==> config.mk <==
export PLATFORM = sky130hd
export DESIGN_NAME = uart_rx
export DESIGN_NICKNAME = d
export VERILOG_FILES = /design/src/rtl/uart_rx.sv
export SDC_FILE = /design/constraint.sdc
export NUM_CORES = 1
export LEC_CHECK = 0
export ABC_CLOCK_PERIOD_IN_PS = 1900
export CAP_MARGIN = 20
export CELL_PAD_IN_SITES_DETAIL_PLACEMENT = 1
export CELL_PAD_IN_SITES_GLOBAL_PLACEMENT = 1
export CORE_ASPECT_RATIO = 0.5
export CORE_UTILIZATION = 30
export DETAILED_ROUTE_END_ITERATION = 6
export PLACE_DENSITY = 0.58
export RECOVER_POWER = 50
export SETUP_SLACK_MARGIN = 0.02
export SYNTH_ARGS = -nofsm -noshare
export SYNTH_HDL_FRONTEND = slang
export SYNTH_SLANG_ARGS = --single-unit
==> constraint.sdc <==
create_clock -name clk -period 1.9 [get_ports clk]
set_input_delay 0.285 -clock clk [delete_from_list [all_inputs] [get_ports clk]]
set_output_delay 0.285 -clock clk [all_outputs]
set_load 0.02 [all_outputs]
==> src/rtl/uart_rx.sv <==
// -----------------------------------------------------------------------------
// uart_rx -- 8N1 UART receiver
//
// Receives frames of 1 start bit (low), 8 data bits LSB first and 1 stop bit
// (high), no parity. The serial input is brought into the clk domain through
// a 2-flop synchronizer. Every bit is sampled once, at its midpoint, by a
// bit timer that runs at the system clock.
//
// Parameters
//   c_clkfreq       system clock frequency in Hz
//   c_baudrate      serial bit rate in baud
//
// Ports
//   clk             system clock; all logic runs on its rising edge
//   rx_i            serial line, idle high, asynchronous to clk
//   dout_o          last correctly received data byte
//   rx_done_tick_o  one-cycle pulse in the cycle dout_o shows a new byte
//   rst_n_i         synchronous active-low reset
//   frame_err_o     (only with UART_RX_FRAME_ERR_EN) one-cycle pulse when the
//                   stop bit is sampled low; the byte is then discarded
//
// Build option
//   UART_RX_FRAME_ERR_EN  when defined, adds frame_err_o and drops frames
//                         whose stop bit samples low. When undefined, the
//                         stop-bit value is ignored.
// -----------------------------------------------------------------------------
module uart_rx #(
  parameter int c_clkfreq  = 100_000_000,
  parameter int c_baudrate = 115_200
) (
  input  logic       clk,
  input  logic       rx_i,
  output logic [7:0] dout_o,
  output logic       rx_done_tick_o,
  input  logic       rst_n_i
`ifdef UART_RX_FRAME_ERR_EN
  ,
  output logic       frame_err_o
`endif
);

  // Clock cycles per bit (integer division, 868 at the default values)
  localparam int c_bittimerlim = c_clkfreq / c_baudrate;
  localparam int c_timer_w     = $clog2(c_bittimerlim + 1);

  typedef logic [c_timer_w-1:0] timer_t;

  // Terminal counts: the half value finds mid start bit, the full value then
  // steps from one bit midpoint to the next.
  localparam timer_t c_half_last = timer_t'(c_bittimerlim / 2 - 1);
  localparam timer_t c_full_last = timer_t'(c_bittimerlim - 1);

  typedef enum logic [1:0] {
    IDLE  = 2'd0,
    START = 2'd1,
    DATA  = 2'd2,
    STOP  = 2'd3
  } state_t;

  // 2-flop synchronizer; resets to the idle line level so that reset itself
  // cannot look like a start bit.
  logic [1:0] sync_reg;
  logic       rx_sync;

  state_t     state_reg,   state_next;
  timer_t     timer_reg,   timer_next;
  logic [2:0] bit_cnt_reg, bit_cnt_next;
  logic [7:0] shreg_reg,   shreg_next;
  logic [7:0] dout_reg,    dout_next;
  logic       tick_reg,    tick_next;
`ifdef UART_RX_FRAME_ERR_EN
  logic       err_reg,     err_next;
`endif

  assign rx_sync = sync_reg[1];

  always_ff @(posedge clk) begin
    if (!rst_n_i) begin
      sync_reg    <= 2'b11;
      state_reg   <= IDLE;
      timer_reg   <= '0;
      bit_cnt_reg <= '0;
      shreg_reg   <= '0;
      dout_reg    <= '0;
      tick_reg    <= 1'b0;
`ifdef UART_RX_FRAME_ERR_EN
      err_reg     <= 1'b0;
`endif
    end else begin
      sync_reg    <= {sync_reg[0], rx_i};
      state_reg   <= state_next;
      timer_reg   <= timer_next;
      bit_cnt_reg <= bit_cnt_next;
      shreg_reg   <= shreg_next;
      dout_reg    <= dout_next;
      tick_reg    <= tick_next;
`ifdef UART_RX_FRAME_ERR_EN
      err_reg     <= err_next;
`endif
    end
  end

  always_comb begin
    state_next   = state_reg;
    timer_next   = timer_reg;
    bit_cnt_next = bit_cnt_reg;
    shreg_next   = shreg_reg;
    dout_next    = dout_reg;
    tick_next    = 1'b0;
`ifdef UART_RX_FRAME_ERR_EN
    err_next     = 1'b0;
`endif

    case (state_reg)
      IDLE: begin
        timer_next = '0;
        // Any low level starts a frame; there is no break detection.
        if (!rx_sync) begin
          state_next = START;
        end
      end

      START: begin
        if (timer_reg == c_half_last) begin
          timer_next = '0;
          // A line that is high again at mid start bit was only a glitch.
          state_next = rx_sync ? IDLE : DATA;
        end else begin
          timer_next = timer_reg + 1'b1;
        end
      end

      DATA: begin
        if (timer_reg == c_full_last) begin
          timer_next = '0;
          // LSB arrives first, so shifting right leaves bit 0 in place.
          shreg_next = {rx_sync, shreg_reg[7:1]};
          if (bit_cnt_reg == 3'd7) begin
            bit_cnt_next = '0;
            state_next   = STOP;
          end else begin
            bit_cnt_next = bit_cnt_reg + 3'd1;
          end
        end else begin
          timer_next = timer_reg + 1'b1;
        end
      end

      STOP: begin
        // Leaving at mid stop bit gives half a bit of slack to catch a start
        // bit that follows immediately.
        if (timer_reg == c_full_last) begin
          timer_next = '0;
          state_next = IDLE;
`ifdef UART_RX_FRAME_ERR_EN
          if (rx_sync) begin
            dout_next = shreg_reg;
            tick_next = 1'b1;
          end else begin
            err_next  = 1'b1;
          end
`else
          dout_next = shreg_reg;
          tick_next = 1'b1;
`endif
        end else begin
          timer_next = timer_reg + 1'b1;
        end
      end

      default: begin
        state_next = IDLE;
        timer_next = '0;
      end
    endcase
  end

  assign dout_o         = dout_reg;
  assign rx_done_tick_o = tick_reg;
`ifdef UART_RX_FRAME_ERR_EN
  assign frame_err_o    = err_reg;
`endif

endmodule

==> impl_results.html <==
<table>
<tr><th>Metric</th><th>Value</th></tr>
<tr><th colspan="2">Worst setup path</th></tr>
<tr><td>Kind of start point of the critical path</td><td>flop</td></tr>
<tr><td>Reg2Reg Setup Slack</td><td>200 ps</td></tr>
<tr><td>Required @ worst endpoint</td><td>2080 ps</td></tr>
<tr><td>Reg-to-Reg Start</td><td>timer_reg[1]</td></tr>
<tr><td>Maximum net fanout on the critical path</td><td>6</td></tr>
<tr><td>Register-to-Register Path Depth</td><td>7</td></tr>
<tr><td>FF-to-FF End</td><td>timer_reg[2]</td></tr>
<tr><td>CP arrival</td><td>1880 ps</td></tr>
<tr><td>CP Capture Type</td><td>flop</td></tr>
<tr><td>Type of the setup path with the least slack</td><td>flop to flop</td></tr>
<tr><th colspan="2">GRT</th></tr>
<tr><td>Global-route wire length before repair</td><td>4.72 mm</td></tr>
<tr><td>Overall routing resource usage</td><td>12.6%</td></tr>
<tr><td>Grt total ovfl</td><td>0</td></tr>
<tr><td>Antenna violations before repair</td><td>0</td></tr>
<tr><td>Number of global-route vias before repair</td><td>1045</td></tr>
<tr><td>Maximum number of pins on one net before global-route repair</td><td>28</td></tr>
<tr><th colspan="2">Floorplanning</th></tr>
<tr><td>Core outline area</td><td>4420 um2</td></tr>
<tr><td>Width of the die</td><td>98.4 um</td></tr>
<tr><td>Top-level I/O count</td><td>12</td></tr>
<tr><td>Row Count</td><td>17</td></tr>
<tr><td>Effective utilization at floorplan</td><td>31.5%</td></tr>
<tr><td>Die footprint</td><td>4930 um2</td></tr>
<tr><td>Floorplan die height</td><td>50.2 um</td></tr>
<tr><th colspan="2">Clock network</th></tr>
<tr><td>Maximum buffer depth of the clock tree</td><td>2</td></tr>
<tr><td>TritonCTS clock tree</td><td>built</td></tr>
<tr><td>CTS H-tree lvls</td><td>2</td></tr>
<tr><td>Clock latency on the worst-skew pair</td><td>290 ps</td></tr>
<tr><td>TritonCTS sink count</td><td>34</td></tr>
<tr><td>Clock edge transition at the registers on the reported setup and hold paths</td><td>70 ps</td></tr>
<tr><td>Number of clock buffers inserted by TritonCTS</td><td>5</td></tr>
<tr><td>Root cell of the clock tree</td><td>clkbuf_8</td></tr>
<tr><th colspan="2">STA</th></tr>
<tr><td>Worst slew pin tran</td><td>502 ps</td></tr>
<tr><td>Setup total negative slack</td><td>0 ps</td></tr>
<tr><td>Final-report max-slew violation count</td><td>0</td></tr>
<tr><td>Fraction of the cycle the final worst path needs</td><td>89.5%</td></tr>
<tr><td>Max Fclk</td><td>0.588 GHz</td></tr>
<tr><td>Hold Vio Cnt, Final</td><td>0</td></tr>
<tr><td>Worst Clk Skew</td><td>10.4 ps</td></tr>
<tr><td>Clock period minus final worst setup slack</td><td>1700 ps</td></tr>
<tr><td>RSZ-0062 raised after global routing</td><td>false</td></tr>
<tr><td>Final setup violating endpoints</td><td>0</td></tr>
<tr><td>WHS</td><td>413 ps</td></tr>
<tr><td>Headroom to the max-slew limit</td><td>66.5%</td></tr>
<tr><td>Least setup slack across all paths after layout</td><td>199 ps</td></tr>
<tr><th colspan="2">Placed design</th></tr>
<tr><td>Placer Congestion</td><td>0.751</td></tr>
<tr><td>Port bufs</td><td>11</td></tr>
<tr><td>Half-perimeter wire length after detailed placement</td><td>1.86 mm</td></tr>
<tr><td>Post-DP Area</td><td>1600 um2</td></tr>
<tr><td>Pre-CTS setup slack</td><td>30.9 ps</td></tr>
<tr><th colspan="2">Routing</th></tr>
<tr><td>Antenna Nets Post-Route</td><td>0</td></tr>
<tr><td>DRC violations left</td><td>0</td></tr>
<tr><td>Routed length per placed instance</td><td>12.4 um</td></tr>
<tr><td>Number of optimization iterations in the first detailed-route pass</td><td>5</td></tr>
<tr><td>Total wirelength of the detailed-routed design</td><td>2.88 mm</td></tr>
<tr><td>Drt first-iter violations</td><td>24</td></tr>
<tr><td>DR vias/cell</td><td>4.68</td></tr>
<tr><td>Via count</td><td>1091</td></tr>
<tr><th colspan="2">Cells and area</th></tr>
<tr><td>Most frequent cells in the layout</td><td>33 x dfxtp_1, 23 x nor2_1, 16 x nand2_1</td></tr>
<tr><td>Finished Core Util</td><td>39.0%</td></tr>
<tr><td>Max FFs per register</td><td>10</td></tr>
<tr><td>P&amp;R area growth vs syn</td><td>24.0%</td></tr>
<tr><td>Nets</td><td>182</td></tr>
<tr><td>Antenna fix cells</td><td>0</td></tr>
<tr><td>Most common library cell in the layout ignoring fill and taps</td><td>dfxtp_1</td></tr>
<tr><td>Share of post-route cells with drive strength above 1</td><td>14.2%</td></tr>
<tr><td>Layout Cell Area excl Fill</td><td>1730 um2</td></tr>
<tr><th colspan="2">Run</th></tr>
<tr><td>Reported max-cap violation count</td><td>0</td></tr>
<tr><th colspan="2">Synth</th></tr>
<tr><td>Fraction of the yosys area taken by sequential cells</td><td>48.9%</td></tr>
<tr><td>Async SR Flop Fraction</td><td>0%</td></tr>
<tr><td>Post-synth cell types</td><td>31</td></tr>
<tr><td>Post-synth EDFFs</td><td>0</td></tr>
<tr><td>Nets in the synthesized netlist</td><td>160</td></tr>
<tr><td>Flop and latch count out of synthesis</td><td>34</td></tr>
<tr><td>YS warnings</td><td>0</td></tr>
<tr><td>Main synth FF type</td><td>dfxtp_1</td></tr>
<tr><td>Post-synthesis area per instance</td><td>9.10 um2</td></tr>
<tr><td>Cells after Synth</td><td>153</td></tr>
<tr><td>Syn Std Cell Area</td><td>1390 um2</td></tr>
<tr><th colspan="2">Pwr</th></tr>
<tr><td>Static leakage</td><td>0.687 nW</td></tr>
<tr><td>Pwr/cell area</td><td>753 nW/um2</td></tr>
<tr><td>Worst voltage drop across the vdd grid</td><td>249 uV</td></tr>
<tr><th colspan="2">Hold path</th></tr>
<tr><td>Worst min path class</td><td>flop to flop</td></tr>
<tr><td>Worst min-delay path startpoint</td><td>sync_reg[0]</td></tr>
<tr><td>Count of cells along the worst hold path</td><td>1</td></tr>
<tr><td>End point of the most critical hold path</td><td>sync_reg[1]</td></tr>
<tr><th colspan="2">Outcome</th></tr>
<tr><td>Run status</td><td>finished, final reports clean</td></tr>
</table>
layer usage:
metal  GRT usage, %  vias to the layer above  wire length [um]
li1               -                      561                 -
met1           15.2                      512              1480
met2           20.7                       13              1270
met3           4.18                        5                84
met4           5.97                        0                41
met5              0                        -                 0
synth_stat cells, types with 2 or more instances:
cell | instances | area [um2]
clkbuf_1 | 3 | 11.3
nand2b_1 | 3 | 18.8
o21ai_0 | 11 | 55.1
nand2_1 | 16 | 60.1
ha_1 | 4 | 50.1
nand3_1 | 14 | 70.1
mux2i_1 | 8 | 80.1
buf_4 | 2 | 15.0
nand4_1 | 2 | 12.5
nor2_1 | 23 | 86.3
nor3_1 | 3 | 15.0
dfxtp_1 | 34 | 681
xnor2_1 | 7 | 61.3
or3b_1 | 2 | 17.5
inv_1 | 5 | 18.8
metrics by stage:
stage	cells	power [mW]
after floorplan	153	0.755
after global placement	223	0.767
after detailed placement	223	0.768
after CTS	231	1.33
after global routing	233	1.36
final	233	1.30
area by class of cell:
| type | count | area [um2] |
|---|---|---|
| clock buffers | 6 | 82.6 |
| well taps | 57 | 71.3 |
| repair buffers | 21 | 183 |
| inverters | 6 | 22.5 |
| multi-input cells | 107 | 673 |
| flip-flops and latches | 34 | 682 |
| clock inverters | 2 | 12.5 |
| fillers | 501 | 2700 |
repair_timing:
action | 4_1_cts | 5_1_grt
resized for setup | 1 | 3
pin swaps | 0 | 1
setup endpoints to repair | 3 | 19
cloned | 0 | 1
hold buffers | 0 | 0
buffers inserted | 0 | 1
how the worst max path moves through the flow:
stage,endpoint,start,cells after the start,slack (ps)
floorplan,dout_o[0],timer_reg[0],6,200
global placement,timer_reg[6],timer_reg[0],6,70
detailed placement,timer_reg[6],timer_reg[0],6,30
CTS,dout_o[6],timer_reg[0],5,70
global route,timer_reg[2],timer_reg[1],7,60
finish,timer_reg[2],timer_reg[1],7,200
critical path, stage by stage, from the launching register on:
cell and delay [ps]:
dfxtp_1 340, inv_1 60, ha_1 130, or3b_1 390, nor4_4 290, o22a_1 190
buf_4 150, nor2_1 50
power by group:
part	switching, mW	internal (mW)	total [mW]
Combinational	0.0193	0.0121	0.0314
Clock	0.259	0.291	0.550
Sequential	0.00315	0.716	0.720
Total	0.282	1.02	1.30
cell families (layout without fill, tap and decap cells):
kind of cell	count (synthesis)	after routing	synth area share [%]
AND/OR/NAND/NOR	70	71	25.4
XOR/XNOR	8	8	5.03
flip-flops	34	34	48.9
adder cells (fa/ha/maj)	4	4	3.59
buffers and inverters	13	35	4.67
AO/OA/AOI/OAI	16	16	6.65
multiplexers	8	8	5.75
Power figures use the tool's default switching activity.
